## src/rtl/prewish_mentor_q.sv

```systemverilog
// Buffered strobe/acknowledge mentor: rising STB_I edges enqueue DAT_I, and the
// queue is replayed on STB_O/DAT_O. Define PREWISH_MENTOR_SYNC_EN to add a two-flop input synchroniser.
module prewish_mentor_q #(
    parameter int DATA_W     = 8,
    parameter int DEPTH_LOG2 = 2
) (
    input  logic                  CLK_I,
    input  logic                  RST_I,
    input  logic                  STB_I,
    input  logic [DATA_W-1:0]     DAT_I,
    output logic                  STB_O,
    output logic [DATA_W-1:0]     DAT_O,
    input  logic                  ACK_I,
    output logic [DEPTH_LOG2:0]   LEVEL_O,
    output logic                  OVF_O
);

    localparam int                  DEPTH     = 1 << DEPTH_LOG2;
    localparam logic [DEPTH_LOG2:0] DEPTH_CNT = (DEPTH_LOG2 + 1)'(DEPTH);

    localparam logic [0:0] ST_IDLE    = 1'b0;
    localparam logic [0:0] ST_PRESENT = 1'b1;

    logic              stb_s;
    logic [DATA_W-1:0] dat_s;

`ifdef PREWISH_MENTOR_SYNC_EN
    logic [1:0]        stb_sync_reg;
    logic [DATA_W-1:0] dat_sync0_reg;
    logic [DATA_W-1:0] dat_sync1_reg;

    // Strobe stages reset high so a strobe held through reset never looks like a rise.
    always_ff @(posedge CLK_I or negedge RST_I) begin
        if (!RST_I) begin
            stb_sync_reg  <= 2'b11;
            dat_sync0_reg <= '0;
            dat_sync1_reg <= '0;
        end else begin
            stb_sync_reg  <= {stb_sync_reg[0], STB_I};
            dat_sync0_reg <= DAT_I;
            dat_sync1_reg <= dat_sync0_reg;
        end
    end

    assign stb_s = stb_sync_reg[1];
    assign dat_s = dat_sync1_reg;
`else
    assign stb_s = STB_I;
    assign dat_s = DAT_I;
`endif

    logic                  stb_hist_reg;
    logic [DEPTH_LOG2-1:0] wr_ptr_reg;
    logic [DEPTH_LOG2-1:0] rd_ptr_reg;
    logic [DEPTH_LOG2:0]   level_reg;
    logic [0:0]            state_reg;
    logic [0:0]            state_next;
    logic [DATA_W-1:0]     dat_o_reg;
    logic                  ovf_reg;
    logic [DATA_W-1:0]     mem_reg [DEPTH];

    logic rise;
    logic full;
    logic wr_en;
    logic pop;

    assign rise  = stb_s & ~stb_hist_reg;
    assign full  = (level_reg == DEPTH_CNT);
    assign wr_en = rise & ~full;
    // Fetch in IDLE whenever data waits; in PRESENT only once the current word is acknowledged.
    assign pop   = (level_reg != '0) & ((state_reg == ST_IDLE) | ACK_I);

    always_comb begin
        state_next = state_reg;
        if (pop)
            state_next = ST_PRESENT;
        else if ((state_reg == ST_PRESENT) && ACK_I)
            state_next = ST_IDLE;
    end

    always_ff @(posedge CLK_I) begin
        if (wr_en)
            mem_reg[wr_ptr_reg] <= dat_s;
    end

    always_ff @(posedge CLK_I or negedge RST_I) begin
        if (!RST_I) begin
            stb_hist_reg <= 1'b1;
            wr_ptr_reg   <= '0;
            rd_ptr_reg   <= '0;
            level_reg    <= '0;
            state_reg    <= ST_IDLE;
            dat_o_reg    <= '0;
            ovf_reg      <= 1'b0;
        end else begin
            stb_hist_reg <= stb_s;
            state_reg    <= state_next;
            if (wr_en)
                wr_ptr_reg <= wr_ptr_reg + DEPTH_LOG2'(1);
            if (pop) begin
                rd_ptr_reg <= rd_ptr_reg + DEPTH_LOG2'(1);
                dat_o_reg  <= mem_reg[rd_ptr_reg];
            end
            case ({wr_en, pop})
                2'b10:   level_reg <= level_reg + 1'b1;
                2'b01:   level_reg <= level_reg - 1'b1;
                default: level_reg <= level_reg;
            endcase
            if (rise && full)
                ovf_reg <= 1'b1;
        end
    end

    assign STB_O   = (state_reg == ST_PRESENT);
    assign DAT_O   = dat_o_reg;
    assign LEVEL_O = level_reg;
    assign OVF_O   = ovf_reg;

endmodule

```

## config.mk

```make
export PLATFORM = sky130hd
export DESIGN_NAME = prewish_mentor_q
export DESIGN_NICKNAME = d
export VERILOG_FILES = /design/src/rtl/prewish_mentor_q.sv
export SDC_FILE = /design/constraint.sdc
export NUM_CORES = 1
export LEC_CHECK = 0
export BUFFER_PORTS_ARGS = -buffer_cell sky130_fd_sc_hd__clkbuf_2
export CORE_MARGIN = 2
export CORE_UTILIZATION = 50
export CTS_BUF_LIST = sky130_fd_sc_hd__clkbuf_2 sky130_fd_sc_hd__clkbuf_4 sky130_fd_sc_hd__clkbuf_8
export DETAILED_ROUTE_END_ITERATION = 12
export PLACE_DENSITY = 0.78
export SYNTH_ARGS = -nofsm -noshare
export SYNTH_HDL_FRONTEND = slang
export SYNTH_SLANG_ARGS = --single-unit
```

## constraint.sdc

```tcl
create_clock -name CLK_I -period 2.4 [get_ports CLK_I]
set_clock_uncertainty 0.15 [all_clocks]
set_input_delay 0.12 -clock CLK_I [delete_from_list [all_inputs] [get_ports CLK_I]]
set_output_delay 0.12 -clock CLK_I [all_outputs]
set_load 0.03 [all_outputs]
```

==> flow_summary.yaml <==
setup_path:
  end_kind: "flip-flop"
  r2r-start: "LEVEL_O[1]$_DFFE_PN0P_"
  arrival_ps: 2190
  cpPeakStageDelay_ps: 520
  r2r_setup_slack_ps: 330
  rr_worst_depth: 7
  r2r-end: "LEVEL_O[2]$_DFFE_PN0P_"
  crit_family: "buffers and inverters"
  crit_path_top_delay_cell: "dlygate4sd3_1"
  cp_max_fo: 2
  path_cells: "dlygate4sd3_1 -> clkbuf_2 -> nor2b_1 -> a21boi_2 -> inv_1 -> ha_1 -> fa_1 -> xnor2_1 -> nor2_1 -> xor2_1"
  crit_type: "input pin to flip-flop"
  crit_required_ps: 2490
  startpoint_type: "input pin"
  cp_num_buf_inv: 3
drt:
  ant_nets: 0
  drtIter0Drc: 36
  vias: 1002
  routedWlPerCell_um: 16.0
  totalWireLength_um: 3090
  drtPass1Iterations: 4
  route.detailed.drc: 0
  post_drt_via_cell_ratio: 5.19
placement:
  io_buffer_count: 24
  pre_cts_slack_ps: 326
  gp_congestion: 0.720
  placed_cell_area_mm2: 0.00219
  placed_cells: 174
  post-dp-hpwl_um: 2030
cells_and_area:
  drive_above_1_share_pct: 39.2
  final_cell_area_mm2: 0.00240
  fin_cells: 193
  diodes: 0
  largest_reg_flops: 32
  fillers: 295
  nets: 160
  area_growth_pct: 19.5
sta:
  layout_setup_ws_ps: 299
  fin_crit_sh_pct: 87.5
  grt_setup_unrepaired: "no"
  finalWorstPathRequiredPeriod_ps: 2100
  max_freq_mhz: 476
  hold_ws_ps: 131
  finalHoldViolations: 0
  slew_headroom_pct: 61.2
  worstMarginPinSlew_ps: 581
  tns_ps: 0
  slew_violations: 0
  setup_viol: 0
grt:
  grt.total_usage_pct: 16.1
  grt_max_degree: 19
  grt_first_pass_wirelength_um: 4840
  antenna_found_initial: 0
  grt_pass1_vias: 1002
  overflow: 0
status:
  status: "complete, no violations"
die:
  start_util_pct: 51.2
  dieArea_mm2: 0.00453
  top_level_ports: 25
  die_h_um: 67.3
  rows: 23
  die_w_um: 67.3
  coreArea_mm2: 0.00391
clocking:
  clock_latency_ps: 310
  post_cts_buffers: 0
  cts_buffers: 5
  htreeDepth: 2
  clk_pin_slew_ps: 90
  clock-root-buffer: "clkbuf_8"
  clock-sinks: 50
  cts.path.max_buffers: 2
  cts_tree: "done"
  post_cts_resized: 0
power:
  ir_drop_v: 0.000538
  p_leak_nw: 0.945
  intPower_mw: 1.87
  switching_power_mw: 0.989
  seqPwrFrac_pct: 46.8
  p_sw_share_pct: 34.6
  p_clk_share_pct: 18.0
  combinationalPowerShare_pct: 35.3
  p_per_area_mw_per_mm2: 1190
synth:
  synthesis.instances: 100
  ys_types: 24
  synth_seq_cells: 50
  syn_area_per_cell_um2: 20.0
  syn_area_mm2: 0.00200
  ys_seq_area_share_pct: 70.5
  synth_nets: 118
  ys_warn_count: 0
worst_hold_path:
  hp-class: "input pin to async pin"
flow_run:
  cap_violations: 0
==> how the worst max path moves through the flow <==
stage	start	end	slack [ps]	cells past startpoint
5_1_grt	STB_I	LEVEL_O[2]$_DFFE_PN0P_	180	10
3_5_place_dp	LEVEL_O[1]$_DFFE_PN0P_	LEVEL_O[2]$_DFFE_PN0P_	330	7
3_3_place_gp	LEVEL_O[1]$_DFFE_PN0P_	LEVEL_O[2]$_DFFE_PN0P_	430	7
2_1_floorplan	LEVEL_O[0]$_DFFE_PN0P_	LEVEL_O[1]$_DFFE_PN0P_	150	5
4_1_cts	STB_I	LEVEL_O[2]$_DFFE_PN0P_	280	10
6_report	STB_I	LEVEL_O[2]$_DFFE_PN0P_	300	10
==> synthesized netlist by cell type <==
cell type   n  share of area [%]
mux2_4      8                6.0
nand2b_1    1               0.31
buf_6       1               0.56
clkbuf_1    1               0.19
ha_1        5                3.1
a31o_2      1               0.44
nor2b_1     1               0.31
nand2_1     1               0.19
dfrtp_1    17                 21
mux2_2      1               0.56
xnor2_1     3                1.3
mux2_1      1               0.56
fa_1        1                1.0
and2_1      4                1.2
nor3_2      1               0.50
inv_1       4               0.75
edfxtp_1   32                 48
mux4_2      8                9.0
nor2_1      2               0.37
a21oi_4     1               0.81
a21boi_2    1               0.56
dfstp_2     1                1.3
xor2_1      3                1.3
and3b_1     1               0.44
==> layout make-up <==
type / instances / area (µm²) / share of cell area (%)
multi-input cells: 44 / 562 / 23.4
repair buffers: 37 / 245 / 10.2
well taps: 50 / 62.6 / 2.61
inverters: 4 / 15.0 / 0.627
clock buffers: 6 / 82.6 / 3.45
clock inverters: 2 / 16.3 / 0.679
flip-flops and latches: 50 / 1410 / 59.0
==> cell families (layout without fill, tap and decap cells) <==
family	after synthesis	count (layout)	synth area share, %
AOI/OAI and AO/OA	3	3	1.81
adders and majority gates	6	6	4.12
DFF	50	50	70.5
buffers and inverters	6	49	1.50
xor gates and xnor gates	6	6	2.62
muxes	18	18	16.1
and+or+nand+nor	11	11	3.37
==> power groups by stage <==
stage | Clock (mW) | Sequential (mW) | Combinational, mW
6_report | 0.514 | 1.34 | 1.01
5_1_grt | 0.565 | 1.37 | 1.08
4_1_cts | 0.528 | 1.34 | 1.02
3_5_place_dp | 0 | 1.36 | 1.01
3_3_place_gp | 0 | 1.34 | 0.967
2_1_floorplan | 0 | 1.47 | 0.632
==> metrics by stage <==
| stage | total power, mW | utilization [%] |
|---|---|---|
| floorplan | 2.10 | - |
| global placement | 2.31 | 55.9 |
| detailed placement | 2.37 | 55.9 |
| CTS | 2.90 | 61.2 |
| global route | 3.02 | 61.2 |
| finish | 2.86 | 61.2 |
==> what timing repair did <==
item,in CTS,in global routing
setup endpoints to repair,0,0
hold buffers,11,0
endpoints found under the hold margin,52,0
==> placed cells by master (no fill, tap or decap), types with 4 or more instances in the layout <==
master,count
edfxtp_1,32
clkbuf_2,24
dfrtp_1,17
dlygate4sd3_1,11
mux4_2,8
mux2_4,8
clkbuf_8,6
ha_1,5
inv_1,4
and2_1,4
==> routing by layer <==
layer,up-vias,share of wire (%),GRT usage [%]
met1,507,38,17.0
li1,464,-,-
met4,0,2.3,9.44
met5,-,0,0
met3,9,5.1,6.50
met2,22,55,27.1
Note: power is estimated with default switching activity, not from simulation.
